`src/rtl/pipe_ctrl.sv`:
```
// -----------------------------------------------------------------------------
// pipe_ctrl -- pipeline control unit for the five-stage RISC-V core.
//
// Merges stall requests from IF, ID and MEM into a monotone per-stage stall
// bus, and turns taken-jump pulses from EX into the ex_flag flush line. A small
// three-state sequencer keeps the flush effective when it collides with a
// frozen EX stage (PEND) or an in-flight fetch whose data is stale (DISCARD).
//
// Ports:
//   clk            in   system clock, rising edge
//   rst            in   asynchronous active-high reset
//   if_stall_req   in   IF fetch outstanding
//   id_stall_req   in   load-use hazard in ID
//   mem_stall_req  in   MEM access outstanding
//   ex_jump        in   one-cycle pulse: EX resolved a taken branch/jump
//   stall          out  [STALL_W-1:0] per-stage hold (bit0 PC .. bit5 WB)
//   ex_flag        out  flush of IF/ID and ID/EX, PC takes jump target
//   if_discard     out  IF drops the data of the fetch completing this cycle
//
// Optional feature (macro PIPE_CTRL_PERF_EN):
//   perf_stall_cycles out [31:0] cycles with stall[STALL_ID] set
//   perf_flush_cnt    out [31:0] cycles with ex_flag set
// -----------------------------------------------------------------------------
module pipe_ctrl #(
    parameter int STALL_W = 6
) (
    input  logic               clk,
    input  logic               rst,
    input  logic               if_stall_req,
    input  logic               id_stall_req,
    input  logic               mem_stall_req,
    input  logic               ex_jump,
    output logic [STALL_W-1:0] stall,
    output logic               ex_flag,
`ifdef PIPE_CTRL_PERF_EN
    output logic [31:0]        perf_stall_cycles,
    output logic [31:0]        perf_flush_cnt,
`endif
    output logic               if_discard
);

    localparam int STALL_ID = 2;

    typedef enum logic [1:0] {
        ST_RUN     = 2'd0,
        ST_PEND    = 2'd1,
        ST_DISCARD = 2'd2
    } state_t;

    state_t state_q;
    state_t state_d;
    logic   flag_s;
    logic   discard_s;

    // Sequencer next-state and flush/discard decode
    always_comb begin
        state_d   = state_q;
        flag_s    = 1'b0;
        discard_s = 1'b0;
        case (state_q)
            ST_RUN: begin
                if (ex_jump && mem_stall_req) begin
                    // ID/EX honours its hold before the flush, so defer it
                    state_d = ST_PEND;
                end else if (ex_jump) begin
                    flag_s  = 1'b1;
                    state_d = if_stall_req ? ST_DISCARD : ST_RUN;
                end else begin
                    state_d = ST_RUN;
                end
            end
            ST_PEND: begin
                // EX is frozen here, so a new ex_jump cannot be genuine
                if (!mem_stall_req) begin
                    flag_s  = 1'b1;
                    state_d = if_stall_req ? ST_DISCARD : ST_RUN;
                end else begin
                    state_d = ST_PEND;
                end
            end
            ST_DISCARD: begin
                discard_s = 1'b1;
                if (ex_jump && mem_stall_req) begin
                    state_d = ST_PEND;
                end else if (ex_jump) begin
                    flag_s  = 1'b1;
                    state_d = ST_DISCARD;
                end else if (!if_stall_req) begin
                    // stale fetch completes this cycle; it is dropped now
                    state_d = ST_RUN;
                end else begin
                    state_d = ST_DISCARD;
                end
            end
            default: begin
                state_d = ST_RUN;
            end
        endcase
    end

    // Stall bus: monotone, MEM > ID (masked by a flush) > IF
    always_comb begin
        stall = '0;
        if (mem_stall_req) begin
            stall[4:0] = 5'b11111;
        end else if (id_stall_req && !flag_s) begin
            stall[2:0] = 3'b111;
        end else if (if_stall_req) begin
            stall[1:0] = 2'b11;
        end else begin
            stall = '0;
        end
    end

    assign ex_flag    = flag_s;
    assign if_discard = discard_s;

    // Sequencer state register
    always_ff @(posedge clk or posedge rst) begin
        if (rst) begin
            state_q <= ST_RUN;
        end else begin
            state_q <= state_d;
        end
    end

`ifdef PIPE_CTRL_PERF_EN
    logic [31:0] stall_cnt_q;
    logic [31:0] flush_cnt_q;

    // Performance counters, wrapping modulo 2^32
    always_ff @(posedge clk or posedge rst) begin
        if (rst) begin
            stall_cnt_q <= 32'd0;
            flush_cnt_q <= 32'd0;
        end else begin
            if (stall[STALL_ID]) begin
                stall_cnt_q <= stall_cnt_q + 32'd1;
            end
            if (flag_s) begin
                flush_cnt_q <= flush_cnt_q + 32'd1;
            end
        end
    end

    assign perf_stall_cycles = stall_cnt_q;
    assign perf_flush_cnt    = flush_cnt_q;
`endif

endmodule

```
`config.mk`:
```
export PLATFORM = sky130hd
export DESIGN_NAME = pipe_ctrl
export DESIGN_NICKNAME = d
export VERILOG_FILES = /design/src/rtl/pipe_ctrl.sv
export SDC_FILE = /design/constraint.sdc
export NUM_CORES = 1
export LEC_CHECK = 0
export CORE_AREA = 2 2 39 41
export CTS_CLUSTER_DIAMETER = 150
export DETAILED_ROUTE_END_ITERATION = 10
export DIE_AREA = 0 0 41 43
export GPL_ROUTABILITY_DRIVEN = 0
export PLACE_DENSITY = 0.47
export SYNTH_ARGS = -nofsm -noshare
export SYNTH_HDL_FRONTEND = slang
export SYNTH_SLANG_ARGS = --single-unit
```
`constraint.sdc`:
```
create_clock -name clk -period 1.31 [get_ports clk]
set_clock_uncertainty 0.05 [all_clocks]
set_input_delay 0.393 -clock clk [delete_from_list [all_inputs] [get_ports clk]]
set_output_delay 0.393 -clock clk [all_outputs]
set_load 0.1 [all_outputs]
```
==> results.py <==
metrics = {
    "outcome": {
        "status": "complete, but fails checks",
        "violations": "negative setup slack",
    },
    "cells_and_area": {
        "instances_no_fill": 57,
        "fillCellCount": 146,
        "largest_register_ffs": 2,
        "drive_above_1_share": 0.683,
        "regMostFlops": "state_q",
        "multi_input_area_um2": 111,
        "final-seq-area_um2": 50.0,
        "diodes": 0,
        "area_growth_pct": 205,
        "nets": 49,
        "reg_top3": "state_q (2)",
    },
    "yosys": {
        "ys_seq_area_frac": 0.301,
        "syn_inst": 20,
        "postSynthAreaPerCell_um2": 8.32,
        "synth_fp_nets": 26,
        "ys_types": 11,
        "ys_ff_latch": 2,
        "yosys_warnings": 0,
        "syn_area_um2": 166,
        "netlist_top_cells_area": "dfrtp_1, buf_4, mux2i_1, inv_1, nor2_1",
        "yosys.area.top_type": "dfrtp_1",
        "synth_top_area_share": 0.301,
    },
    "critical_path": {
        "cp-end-kind": "output port",
        "rr_worst_depth": 3,
        "worstPathArrival_ns": 1.36,
        "r2r-start": "state_q[0]",
        "crit_path_start_kind": "flip-flop",
        "startpoint": "state_q[0]",
        "worstPathRequired_ns": 0.87,
        "crit_type": "reg -> out",
        "crit_path_max_fanout": 3,
    },
    "detailed_routing": {
        "first_pass_iters": 1,
        "avgViaCountPerCell": 3.65,
        "routed_wl_um": 569,
        "wl_per_cell_um": 9.98,
        "via_count": 208,
        "drc": 0,
        "initialDrtViolationCount": 0,
        "drtAntennaViolNets": 0,
    },
    "placed_design": {
        "dp.cells": 50,
        "dpl.hpwl_um": 439,
        "io_buffers": 12,
        "post-place-ws_ns": -0.680,
    },
    "global_routing": {
        "grt_usage": 0.0741,
        "grt_pass1_vias": 216,
        "grt_pass1_wl_um": 848,
        "antenna_found_initial": 0,
        "grt-ovfl-total": 0,
        "grt_start_max_net_pins": 4,
    },
    "power": {
        "p_leak_uw": 0.000249,
        "irDropWorstVdd_mv": 0.324,
        "p_per_area_nw_per_um2": 996,
    },
    "clocking": {
        "cts_hold_repair.buffers": 0,
        "clkTransAtPathRegs_ns": 0.03,
        "cts_buffers": 3,
        "clk_latency_ns": 0.22,
        "clock_sinks": 2,
        "cts_htree_levels": 1,
        "cts.path.max_buffers": 2,
        "tritoncts": "built",
        "cts_root_buffer": "clkbuf_4",
    },
    "die": {
        "fp-row-count": 14,
        "ios": 14,
        "core_um2": 1380,
        "die_area_um2": 1760,
        "start_util": 0.120,
        "die_h_um": 43,
        "chipWidth_um": 41,
    },
    "timing": {
        "setup_ws_ns": -0.497,
        "timing.final.crit_share": 1.38,
        "finalMaxSlewViolations": 0,
        "fmax_ghz": 0.554,
        "setup_violations": 7,
        "rsz0062_at_grt": "yes",
        "period_needed_ns": 1.81,
        "hold_viol_final": 0,
    },
    "worst_hold_path": {
        "hold_path.class": "in -> async",
    },
    "flow_run": {
        "cap_violations": 0,
    },
}
[worst max-delay path: stages (launching register included)]
cell     delay [ns]
dfrtp_1        0.40
mux2i_4        0.21
a211o_4        0.36
buf_12         0.17
[path summary, 6_finish.rpt]
check | to | slack [ns]
max | stall[1] | -0.50
min | state_q[1] | 0.28
max reg2reg | state_q[0] | 0.11
min reg2reg | state_q[1] | 0.67
max in group asynchronous | state_q[0] | 0.81
min in group clk | state_q[0] | 0.59
[power by group]
part           switching (uW)  internal (uW)  total [uW]
Clock                    29.8            101         130
Combinational             174            127         301
Sequential               5.39           68.0        73.4
[logic make-up (layout without fill, tap and decap cells)]
group	Yosys count	count (layout)	synth area share
flops	2	2	0.301
mux	2	2	0.120
buf+inv	7	28	0.248
compound gates	3	3	0.158
simple gates	5	5	0.150
other cells	1	1	0.0225
[timing repair]
action                     CTS  global route
pin swaps                    2             3
setup endpoints to repair    9             7
resized for setup           10             3
buffers inserted             4             2
[synthesized netlist by cell type, drive strengths merged]
cell type and count:
buf 4, inv 3, nor2 3, dfrtp 2
mux2i 2, a211o 1, a21o 1, a22o 1
and2b 1, conb 1, nor3 1
[metrics by stage]
stage / utilization / total power, uW / area [um^2] / setup TNS (ns) / hold slack [ns]
final: 0.366 / 505 / 507 / -2.01 / 0.284
after global routing: 0.366 / 529 / 507 / -2.20 / 0.293
after CTS: 0.356 / 505 / 493 / -2.09 / 0.283
after detailed placement: 0.306 / 350 / 423 / -4.05 / 0.509
after global placement: 0.306 / 347 / 423 / -4.00 / 0.504
after floorplan: - / 250 / 210 / -1.96 / 0.0842
[cell type report]
class | count | share of cell area
well taps | 16 | 0.0395
multi-input cells | 11 | 0.220
inverters | 3 | 0.0222
flip-flops and latches | 2 | 0.0988
clock buffers | 3 | 0.0444
repair buffers | 22 | 0.575
[layer usage]
metal	GRT usage	share of wire	vias to the layer above
met4	0.0600	0	0
met1	0.0831	0.35	97
li1	-	-	102
met2	0.113	0.57	9
met3	0.0157	0.079	0
met5	0	0	-
[layout by cell type (no fill, tap or decap), types with 2 or more instances in the layout]
master	n
clkbuf_4	3
inv_1	2
buf_6	2
dfrtp_1	2
nor2_4	2
buf_4	7
buf_12	8
clkdlybuf4s50_1	2
No activity file was read; power rests on OpenSTA's default activity.
